### src/rtl/la_wb_pkg.sv
// rtl/la_wb_pkg.sv - shared constants and byte-lane helpers for the LA Wishbone capture block
package la_wb_pkg;

  localparam int WB_DW = 32;

  localparam logic [3:0] BANK_DATA  = 4'd0;
  localparam logic [3:0] BANK_OENB  = 4'd1;
  localparam logic [3:0] BANK_IENA  = 4'd2;
  localparam logic [3:0] BANK_IN    = 4'd3;
  localparam logic [3:0] BANK_EDGE  = 4'd4;
  localparam logic [3:0] BANK_IRQEN = 4'd5;

  localparam int ADR_BANK_LSB = 8;
  localparam int ADR_WORD_LSB = 2;

  // Expand the four byte-lane selects into a 32-bit bit mask.
  function automatic logic [WB_DW-1:0] byte_mask(input logic [3:0] sel);
    logic [WB_DW-1:0] m;
    for (int b = 0; b < 4; b++) begin
      m[8*b +: 8] = {8{sel[b]}};
    end
    return m;
  endfunction

  // Replace only the selected byte lanes of old_w with new_w.
  function automatic logic [WB_DW-1:0] byte_merge(input logic [WB_DW-1:0] old_w,
                                                  input logic [WB_DW-1:0] new_w,
                                                  input logic [3:0]       sel);
    logic [WB_DW-1:0] m;
    m = byte_mask(sel);
    return (old_w & ~m) | (new_w & m);
  endfunction

endpackage

### src/rtl/la_wb_cap_if.sv
// rtl/la_wb_cap_if.sv - Wishbone slave bus bundle for the LA capture block
interface la_wb_cap_if;
  import la_wb_pkg::*;

  logic             wb_stb_i;
  logic             wb_cyc_i;
  logic             wb_we_i;
  logic [3:0]       wb_sel_i;
  logic [WB_DW-1:0] wb_adr_i;
  logic [WB_DW-1:0] wb_dat_i;
  logic             wb_ack_o;
  logic [WB_DW-1:0] wb_dat_o;

  modport slave (
    input  wb_stb_i, wb_cyc_i, wb_we_i, wb_sel_i, wb_adr_i, wb_dat_i,
    output wb_ack_o, wb_dat_o
  );

  modport master (
    output wb_stb_i, wb_cyc_i, wb_we_i, wb_sel_i, wb_adr_i, wb_dat_i,
    input  wb_ack_o, wb_dat_o
  );

endinterface

### src/rtl/la_sync_edge.sv
// rtl/la_sync_edge.sv - input synchroniser, enable gating and rising-edge detect
module la_sync_edge #(
  parameter int WIDTH  = 128,
  parameter int STAGES = 2
) (
  input  logic             clk_i,
  input  logic             rstn_i,
  input  logic [WIDTH-1:0] async_i,
  input  logic [WIDTH-1:0] ena_i,
  output logic [WIDTH-1:0] in_o,
  output logic [WIDTH-1:0] rise_o
);

  logic [WIDTH-1:0] sync_q [STAGES];
  logic [WIDTH-1:0] prev_q;

  // Gating after the synchroniser means a disabled bit reads 0 and can never edge.
  assign in_o   = sync_q[STAGES-1] & ena_i;
  assign rise_o = in_o & ~prev_q;

  // Metastability chain plus one-cycle history of the gated sample.
  always_ff @(posedge clk_i) begin
    if (!rstn_i) begin
      for (int s = 0; s < STAGES; s++) begin
        sync_q[s] <= '0;
      end
      prev_q <= '0;
    end else begin
      sync_q[0] <= async_i;
      for (int s = 1; s < STAGES; s++) begin
        sync_q[s] <= sync_q[s-1];
      end
      prev_q <= in_o;
    end
  end

endmodule

### src/rtl/la_wb_cap.sv
// rtl/la_wb_cap.sv - parametrised LA Wishbone slave with input capture, sticky edges and interrupt
module la_wb_cap
  import la_wb_pkg::*;
#(
  parameter int          LA_WIDTH    = 128,
  parameter logic [31:0] BASE_ADR    = 32'h2200_0000,
  parameter int          SYNC_STAGES = 2
) (
  input  logic                wb_clk_i,
  input  logic                wb_rst_i,
  la_wb_cap_if.slave          wb,
  input  logic [LA_WIDTH-1:0] la_data_in,
  output logic [LA_WIDTH-1:0] la_data_o,
  output logic [LA_WIDTH-1:0] la_oenb_o,
  output logic [LA_WIDTH-1:0] la_iena_o,
  output logic                irq_o
);

  localparam int NWORDS = LA_WIDTH / 32;

  logic [LA_WIDTH-1:0] data_q, data_d;
  logic [LA_WIDTH-1:0] oenb_q, oenb_d;
  logic [LA_WIDTH-1:0] iena_q, iena_d;
  logic [LA_WIDTH-1:0] edge_q, edge_d;
  logic [LA_WIDTH-1:0] irqen_q, irqen_d;
  logic [LA_WIDTH-1:0] edge_clr;
  logic [LA_WIDTH-1:0] in_w;
  logic [LA_WIDTH-1:0] rise_w;
  logic                ack_q, ack_d;
  logic [WB_DW-1:0]    dat_q, dat_d;
  logic                irq_q, irq_d;
  logic [WB_DW-1:0]    rdata;

  logic       hit;
  logic       accept;
  logic       wr;
  logic [3:0] bank;
  logic [5:0] word;
  logic       unused_adr;

  assign hit        = (wb.wb_adr_i[31:12] == BASE_ADR[31:12]);
  assign bank       = wb.wb_adr_i[ADR_BANK_LSB +: 4];
  assign word       = wb.wb_adr_i[ADR_WORD_LSB +: 6];
  assign unused_adr = ^wb.wb_adr_i[1:0];
  // Blocking on ack_q forces the mandatory idle cycle between accesses.
  assign accept     = wb.wb_stb_i & wb.wb_cyc_i & hit & ~ack_q;
  assign wr         = accept & wb.wb_we_i;

  la_sync_edge #(
    .WIDTH  (LA_WIDTH),
    .STAGES (SYNC_STAGES)
  ) u_sync_edge (
    .clk_i   (wb_clk_i),
    .rstn_i  (wb_rst_i),
    .async_i (la_data_in),
    .ena_i   (iena_q),
    .in_o    (in_w),
    .rise_o  (rise_w)
  );

  // Word/bank decode for read mux and byte-masked register writes; unmapped slots fall through to 0.
  always_comb begin
    data_d   = data_q;
    oenb_d   = oenb_q;
    iena_d   = iena_q;
    irqen_d  = irqen_q;
    edge_clr = '0;
    rdata    = '0;
    for (int k = 0; k < NWORDS; k++) begin
      if (word == 6'(k)) begin
        case (bank)
          BANK_DATA:  rdata = data_q[32*k +: 32];
          BANK_OENB:  rdata = oenb_q[32*k +: 32];
          BANK_IENA:  rdata = iena_q[32*k +: 32];
          BANK_IN:    rdata = in_w[32*k +: 32];
          BANK_EDGE:  rdata = edge_q[32*k +: 32];
          BANK_IRQEN: rdata = irqen_q[32*k +: 32];
          default:    rdata = '0;
        endcase
        if (wr) begin
          case (bank)
            BANK_DATA:  data_d[32*k +: 32]   = byte_merge(data_q[32*k +: 32], wb.wb_dat_i, wb.wb_sel_i);
            BANK_OENB:  oenb_d[32*k +: 32]   = byte_merge(oenb_q[32*k +: 32], wb.wb_dat_i, wb.wb_sel_i);
            BANK_IENA:  iena_d[32*k +: 32]   = byte_merge(iena_q[32*k +: 32], wb.wb_dat_i, wb.wb_sel_i);
            BANK_EDGE:  edge_clr[32*k +: 32] = wb.wb_dat_i & byte_mask(wb.wb_sel_i);
            BANK_IRQEN: irqen_d[32*k +: 32]  = byte_merge(irqen_q[32*k +: 32], wb.wb_dat_i, wb.wb_sel_i);
            default:    ;
          endcase
        end
      end
    end
    // OR-ing the new rise after the clear lets a simultaneous edge win over W1C.
    edge_d = (edge_q & ~edge_clr) | rise_w;
    ack_d  = accept;
    dat_d  = (accept && !wb.wb_we_i) ? rdata : '0;
    irq_d  = |(edge_q & irqen_q);
  end

  // All architectural state, including the pending ack, is discarded on reset.
  always_ff @(posedge wb_clk_i) begin
    if (!wb_rst_i) begin
      data_q  <= '0;
      oenb_q  <= '1;
      iena_q  <= '0;
      edge_q  <= '0;
      irqen_q <= '0;
      ack_q   <= 1'b0;
      dat_q   <= '0;
      irq_q   <= 1'b0;
    end else begin
      data_q  <= data_d;
      oenb_q  <= oenb_d;
      iena_q  <= iena_d;
      edge_q  <= edge_d;
      irqen_q <= irqen_d;
      ack_q   <= ack_d;
      dat_q   <= dat_d;
      irq_q   <= irq_d;
    end
  end

  assign wb.wb_ack_o = ack_q;
  assign wb.wb_dat_o = dat_q;
  assign la_data_o   = data_q;
  assign la_oenb_o   = oenb_q;
  assign la_iena_o   = iena_q;
  assign irq_o       = irq_q;

endmodule

### src/flat_wrapper.sv
// flat-port wrapper written by rule: the top's interface ports become plain ports
module la_wb_cap_flat import la_wb_pkg::*;
#(
  parameter int          LA_WIDTH    = 128,
  parameter logic [31:0] BASE_ADR    = 32'h2200_0000,
  parameter int          SYNC_STAGES = 2
)
  (wb_clk_i, wb_rst_i, la_data_in, la_data_o, la_oenb_o, la_iena_o, irq_o, wb_wb_stb_i, wb_wb_cyc_i, wb_wb_we_i, wb_wb_sel_i, wb_wb_adr_i, wb_wb_dat_i, wb_wb_ack_o, wb_wb_dat_o);
  la_wb_cap_if wb_i ();
  input  logic wb_clk_i;
  input  logic wb_rst_i;
  input  logic [LA_WIDTH-1:0] la_data_in;
  output logic [LA_WIDTH-1:0] la_data_o;
  output logic [LA_WIDTH-1:0] la_oenb_o;
  output logic [LA_WIDTH-1:0] la_iena_o;
  output logic irq_o;
  input wire logic [$bits(wb_i.wb_stb_i)-1:0] wb_wb_stb_i;
  input wire logic [$bits(wb_i.wb_cyc_i)-1:0] wb_wb_cyc_i;
  input wire logic [$bits(wb_i.wb_we_i)-1:0] wb_wb_we_i;
  input wire logic [$bits(wb_i.wb_sel_i)-1:0] wb_wb_sel_i;
  input wire logic [$bits(wb_i.wb_adr_i)-1:0] wb_wb_adr_i;
  input wire logic [$bits(wb_i.wb_dat_i)-1:0] wb_wb_dat_i;
  output wire logic [$bits(wb_i.wb_ack_o)-1:0] wb_wb_ack_o;
  output wire logic [$bits(wb_i.wb_dat_o)-1:0] wb_wb_dat_o;
  assign wb_i.wb_stb_i = wb_wb_stb_i;
  assign wb_i.wb_cyc_i = wb_wb_cyc_i;
  assign wb_i.wb_we_i = wb_wb_we_i;
  assign wb_i.wb_sel_i = wb_wb_sel_i;
  assign wb_i.wb_adr_i = wb_wb_adr_i;
  assign wb_i.wb_dat_i = wb_wb_dat_i;
  assign wb_wb_ack_o = wb_i.wb_ack_o;
  assign wb_wb_dat_o = wb_i.wb_dat_o;
  la_wb_cap #(.LA_WIDTH(LA_WIDTH), .BASE_ADR(BASE_ADR), .SYNC_STAGES(SYNC_STAGES)) u_core (.wb_clk_i(wb_clk_i), .wb_rst_i(wb_rst_i), .wb(wb_i), .la_data_in(la_data_in), .la_data_o(la_data_o), .la_oenb_o(la_oenb_o), .la_iena_o(la_iena_o), .irq_o(irq_o));
endmodule
### config.mk
export PLATFORM = sky130hd
export DESIGN_NAME = la_wb_cap_flat
export DESIGN_NICKNAME = d
export VERILOG_FILES = /design/src/rtl/la_wb_pkg.sv /design/src/rtl/la_wb_cap_if.sv /design/src/rtl/la_sync_edge.sv /design/src/rtl/la_wb_cap.sv /design/src/flat_wrapper.sv
export SDC_FILE = /design/constraint.sdc
export NUM_CORES = 2
export LEC_CHECK = 0
export BUFFER_PORTS_ARGS = -buffer_cell sky130_fd_sc_hd__buf_2
export CAP_MARGIN = 20
export CELL_PAD_IN_SITES_DETAIL_PLACEMENT = 1
export CELL_PAD_IN_SITES_GLOBAL_PLACEMENT = 2
export CORE_MARGIN = 1
export CORE_UTILIZATION = 30
export CTS_BUF_LIST = sky130_fd_sc_hd__clkbuf_4 sky130_fd_sc_hd__clkbuf_8
export CTS_CLUSTER_DIAMETER = 50
export DETAILED_ROUTE_END_ITERATION = 12
export PLACE_DENSITY = 0.67
export SLEW_MARGIN = 20
export SYNTH_ARGS = -nofsm -noshare
export SYNTH_HDL_FRONTEND = slang
export SYNTH_HIERARCHICAL = 1
export SYNTH_SLANG_ARGS = --single-unit
### constraint.sdc
create_clock -name wb_clk_i -period 6.4 [get_ports wb_clk_i]
set_input_delay 0.64 -clock wb_clk_i [delete_from_list [all_inputs] [get_ports wb_clk_i]]
set_output_delay 0.64 -clock wb_clk_i [all_outputs]
set_load 0.02 [all_outputs]
Word-level counts from Yosys, hierarchy flattened
Memories as Yosys holds them, arrays and structs flattened.
Cells that the tools add are included.
Operators by class
  eq/ne operators: 9
  muxes and demuxes: 18
  bitwise operators: 48
  reduce and logical (&&, ||, !) cells: 22
Operator list (count)
  32-bit one-hot mux with 6 select lines: 4
  32-bit bitwise AND: 17
  128-bit bitwise AND: 4
  32-bit OR: 16
  32-bit 2-to-1 mux: 10
  128-bit 2-to-1 mux: 2
  128-bit inverter: 2
  128-bit OR: 1
  128-bit OR reduction: 1
  3-bit AND reduction: 16
  32-bit inverter: 1
  20-bit by 18-bit == test with 1-bit output (second input constant): 1
  6-bit by 2-bit == test with 1-bit output (second input constant): 2
  4-bit by 2-bit == test with 1-bit output (second input constant): 2
  4-bit by 3-bit == test with 1-bit output (second input constant): 2
  6-bit by 1-bit == test with 1-bit output (second input constant): 1
  6-bit zero test: 1
  1-bit bitwise AND: 4
  4-bit by 1-bit == test with 1-bit output (second input constant): 1
  4-bit zero test: 1
  1-bit 2-to-1 mux: 2
  1-bit OR: 2
  2-bit AND reduction: 1
  1-bit logical AND: 1
  2 further kinds: 2
Storage, ports and cells
  register bits: 802
  RAM bits: 256
  output and inout port bits: 418
  logic and storage cells: 119
  memories: 1
Memory list
  u_core.u_sync_edge.sync_q: depth 2, width 128, rd ports 2, clocked after Yosys merged registers in 0, write ports 2, line la_sync_edge.sv:14  | logic [WIDTH-1:0] sync_q [STAGES];

Logic depth before layout (Yosys ltp)
  word-level depth: 9
  mapped depth: 9
  gate-level depth less buffers: 5

Cells and area by module
The synthesis kept the hierarchy.
Modules (own cells, without submodules)
  la_wb_cap: times used 1, cells an instance 3451, area each 30800.8 µm², sequential area each 13492.9 µm²
  la_sync_edge: times used 1, cells an instance 1066, area each 12224.2 µm², sequential area each 7687.4 µm²

Least setup slack after synthesis
Ideal clock, no wire load.
  path type: input-to-reg
  start point: input port wb_wb_adr_i[10]
  end point: register u_core.dat_q[10], in the netlist u_core/wb.wb_dat_o[10]
  setup time: 125 ps
  arrival time: 2428 ps
  required time: 6275 ps
  path slack: 3847 ps
  stages on the path: 8
  buffers on the path: 3
  cells stage by stage: buf_2 -> buf_1 -> buf_1 -> mux2i_1 -> nor2_1 -> a221oi_1 -> a21oi_1 -> o41a_1
Between the ends
  longest elaborated chain between the ends: 6
RTL lines
  start: declaration: line flat_wrapper.sv:21  | input wire logic [$bits(wb_i.wb_adr_i)-1:0] wb_wb_adr_i;
  4-bit by 3-bit == test with 1-bit output (tied with other cells): line la_wb_cap.sv:71  | case (bank)
  32-bit one-hot mux with 6 select lines: line la_wb_cap.sv:71
  32-bit 2-to-1 mux (3 in series): line la_wb_cap.sv:70  | if (word == 6'(k)) begin
  32-bit 2-to-1 mux (*): line la_wb_cap.sv:70
  end signal: assignment: line la_wb_cap.sv:117  | dat_q <= dat_d;
  end: declaration: line la_wb_cap.sv:30  | logic [WB_DW-1:0] dat_q, dat_d;
Every way passes the cells marked *; elsewhere a longest branch is shown, timed or not.
A chain may end at the register's enable or synchronous reset.

==> impl_metrics.py <==
metrics = {
    "status": {
        "outcome": "complete, no violations",
    },
    "pwr": {
        "power.switching_fraction_pct": 24.8,
        "pwr-share-seq_pct": 46.2,
        "power.net_switching_mw": 3.60,
        "power_density_nw_per_um2": 272,
        "leakage_nw": 21.0,
        "post-layout-total-power_mw": 14.5,
        "pwr-share-clk_pct": 49.4,
        "p_comb_share_pct": 4.5,
        "max-vdd-ir-drop_mv": 0.159,
        "p_int_mw": 10.9,
    },
    "synth": {
        "netlist.area_leader.share_pct": 49.2,
        "synth_nets": 4718,
        "synth.ff_latch_count": 1058,
        "synth_top_area_cell": "sky130_fd_sc_hd__dfxtp_1",
        "synth.avg_cell_area_um2": 9.53,
        "count_of_synthesis_stage_warnings_from_yosys": 6,
        "synth_edf_count": 0,
        "primary_flip_flop_cell_chosen_by_synthesis_mapping": "sky130_fd_sc_hd__dfxtp_1",
        "synth.cell_area_um2": 43000,
        "synth.distinct_cells": 47,
        "ys_async_sr_fraction_pct": 0,
        "synth_seq_area_share_pct": 49.2,
        "syn-instance-count": 4517,
        "synth_area_leaders": "sky130_fd_sc_hd__dfxtp_1, sky130_fd_sc_hd__mux2i_1, sky130_fd_sc_hd__and2_1, sky130_fd_sc_hd__nor2_1, sky130_fd_sc_hd__a22oi_1",
    },
    "global_routing": {
        "groute.usage.overall_pct": 30.6,
        "grt_max_degree": 164,
        "grt_pass1_wl_um": 312000,
        "grt_pass1_vias": 37100,
        "grt_overflow": 0,
        "grt_antenna_before_repair": 6,
    },
    "setup_path": {
        "worstSetupStartpointType": "input pin",
        "path_cells": "buf_2 > nor4_4 > buf_4 > nand3_1 > nor4_4 > mux2i_1 > nor2_1",
        "critical_path.most_common_cell": "sky130_fd_sc_hd__nor4_4",
        "worst_r2r_startpoint": "u_core/wb.wb_ack_o$_SDFF_PN0_",
        "timing.setup.critical_path_class": "input pin to flop",
        "end_kind": "flop",
        "worst_ep_required_time_ns": 7.15,
        "critPathBufInv": 2,
        "worst_path_dominant_cell_family": "simple AND/OR/NAND/NOR gates",
        "crit_arrival_ns": 3.98,
        "cpPeakStageDelay_ns": 0.91,
        "biggest_fanout_along_the_worst_timing_path": 29,
        "critical_path.startpoint": "wb_wb_adr_i[8]",
        "crit_slowest_cell": "sky130_fd_sc_hd__nor4_4",
    },
    "finish": {
        "nFillCells": 16300,
        "final-instance-count-excl-fill": 7234,
        "syn_to_final_growth_pct": 24.1,
        "layout_common_cells": "sky130_fd_sc_hd__dfxtp_1, sky130_fd_sc_hd__buf_2, sky130_fd_sc_hd__nor2_1, sky130_fd_sc_hd__mux2i_1, sky130_fd_sc_hd__and2_1",
        "drive_gt1_share_pct": 22.1,
        "most_common_library_cell_in_the_layout_ignoring_fill_and_taps": "sky130_fd_sc_hd__dfxtp_1",
        "fin_nets": 5387,
        "finish.instance_area_um2": 53400,
    },
    "place": {
        "place.detailed.hpwl_um": 169000,
        "buffers_added_on_ports": 616,
        "placedCellCount": 6749,
        "placed_area_um2": 47800,
        "place_ws_ns": 2.24,
        "routabilityCongestion": 0.972,
    },
    "detailed_routing": {
        "drt-vias-per-instance": 5.47,
        "drt_drc_violations_left": 0,
        "drt-pass1-iter-count": 6,
        "wl_per_cell_um": 31.9,
        "wl_um": 231000,
        "via_count": 39600,
        "drt_first_iter_violations": 4376,
        "detail-route-antenna-nets": 0,
    },
    "sta": {
        "post-route-period-util_pct": 50.5,
        "finalHoldViolations": 0,
        "final_max_slew_viol_count": 0,
        "post-route-min-period_ns": 3.23,
        "worst_slack_setup_final_ns": 3.17,
        "finalSetupTns_ns": 0,
        "grt_setup_unrepaired": "no",
        "relSlewSlack_pct": 24.5,
        "finalSetupViolations": 0,
        "highest_attainable_clock_frequency_mhz": 309,
        "max_slew.worst_pin.slew_ns": 1.13,
        "worst_clock_skew_ns": 0.0681,
    },
    "flow_run": {
        "drv.max_cap_violation_count": 0,
    },
    "clocking": {
        "cts-resized-gates": 0,
        "numClockSinks": 1058,
        "clockBufferDepth": 3,
        "worstSkewPairLatency_ns": 0.97,
        "cts.root.buffer_cell": "sky130_fd_sc_hd__clkbuf_8",
        "cts_buffers": 196,
        "cts_tree": "done",
        "clock_edge_transition_at_the_registers_on_the_reported_setup_and_hold_paths_ns": 0.06,
        "cts_setup_buffers": 0,
        "cts_hold_buf": 127,
        "cts-htree-levels": 4,
    },
    "die": {
        "start_util_pct": 30.3,
        "num_rows": 138,
        "core_area_um2": 142000,
        "fp.dieW_um": 381,
        "die_height_um": 381,
        "area_of_the_die_um2": 145000,
        "ios": 619,
    },
    "min_path": {
        "hold_path_startpoint": "la_data_in[66]",
        "hold_path_class": "input pin to flop",
    },
}
final timing paths:
check                                                      end  slack (ns)  depth (start not counted)
setup / recovery                                          flop        3.17                          7
hold reg to reg   u_core/u_sync_edge/sync_q[0][217]$_SDFF_PN0_        0.41                          1
hold / removal     u_core/u_sync_edge/sync_q[0][66]$_SDFF_PN0_        0.04                          2
setup reg to reg                  u_core/edge_q[25]$_SDFF_PN0_        3.20                          7
power by group through the flow:
stage / clock (mW) / sequential [mW] / combinational [mW]
6_report: 7.18 / 6.71 / 0.648
2_1_floorplan: 0 / 6.82 / 0.293
3_5_place_dp: 0 / 6.85 / 0.573
5_1_grt: 7.61 / 6.72 / 0.667
3_3_place_gp: 0 / 6.85 / 0.570
4_1_cts: 7.31 / 6.71 / 0.633
through the flow:
stage	utilization [%]	hold slack (ns)
after detailed placement	33.7	0.420
after global routing	37.6	0.0116
after floorplan	-	0.412
after global placement	33.7	0.419
after CTS	37.6	0.00287
final	37.6	0.0443
Yosys cell counts, types with 15 or more instances:
library cell / number
sky130_fd_sc_hd__nor4_2: 15
sky130_fd_sc_hd__nor4_4: 49
sky130_fd_sc_hd__o21ai_0: 266
sky130_fd_sc_hd__a221oi_1: 103
sky130_fd_sc_hd__nor2_1: 552
sky130_fd_sc_hd__buf_1: 56
sky130_fd_sc_hd__mux2i_1: 415
sky130_fd_sc_hd__buf_2: 38
sky130_fd_sc_hd__and3b_1: 128
sky130_fd_sc_hd__dfxtp_1: 1058
sky130_fd_sc_hd__nand3_1: 16
sky130_fd_sc_hd__and3_1: 134
sky130_fd_sc_hd__nor4_1: 19
sky130_fd_sc_hd__clkbuf_2: 36
sky130_fd_sc_hd__a21oi_1: 179
sky130_fd_sc_hd__clkbuf_1: 216
sky130_fd_sc_hd__a22o_1: 57
sky130_fd_sc_hd__nor3_1: 131
sky130_fd_sc_hd__and2_1: 385
sky130_fd_sc_hd__nand2_1: 124
sky130_fd_sc_hd__inv_1: 130
sky130_fd_sc_hd__mux2_2: 33
sky130_fd_sc_hd__a22oi_1: 200
sky130_fd_sc_hd__a31oi_1: 74
cell families after synthesis:
logic type / after synthesis / share of synthesized area, %
buffers and inverters: 485 / 4.53
flip-flops: 1058 / 49.2
AND/OR/NAND/NOR: 1588 / 21.6
AO/OA/AOI/OAI: 938 / 14.1
multiplexers: 448 / 10.5
worst reg2reg max path: stages (launching register included):
cell and delay, ns:
sky130_fd_sc_hd__dfxtp_1 0.33, sky130_fd_sc_hd__nor4bb_1 0.06, sky130_fd_sc_hd__nand4_1 0.07, sky130_fd_sc_hd__buf_4 0.46
sky130_fd_sc_hd__buf_4 0.64, sky130_fd_sc_hd__or3_4 0.95, sky130_fd_sc_hd__o21ai_0 0.37, sky130_fd_sc_hd__a21oi_1 0.23
area by class of cell:
type / instances / area, um^2 / area share (%)
diodes: 7 / 17.5 / 0.0328
well taps: 1890 / 2360 / 4.43
repair buffers: 826 / 5050 / 9.45
clock inverters: 34 / 408 / 0.764
multi-input cells: 2974 / 20000 / 37.5
clock buffers: 315 / 3870 / 7.25
flip-flops and latches: 1058 / 21200 / 39.7
inverters: 130 / 495 / 0.928
metal layers:
layer	track usage, %	vias up	wire length (um)
met5	0	-	27
met1	45.9	19900	110000
met2	41.9	2029	91500
met3	7.20	324	21200
met4	10.7	4	8230
li1	-	17300	-
Power figures use the tool's default switching activity.
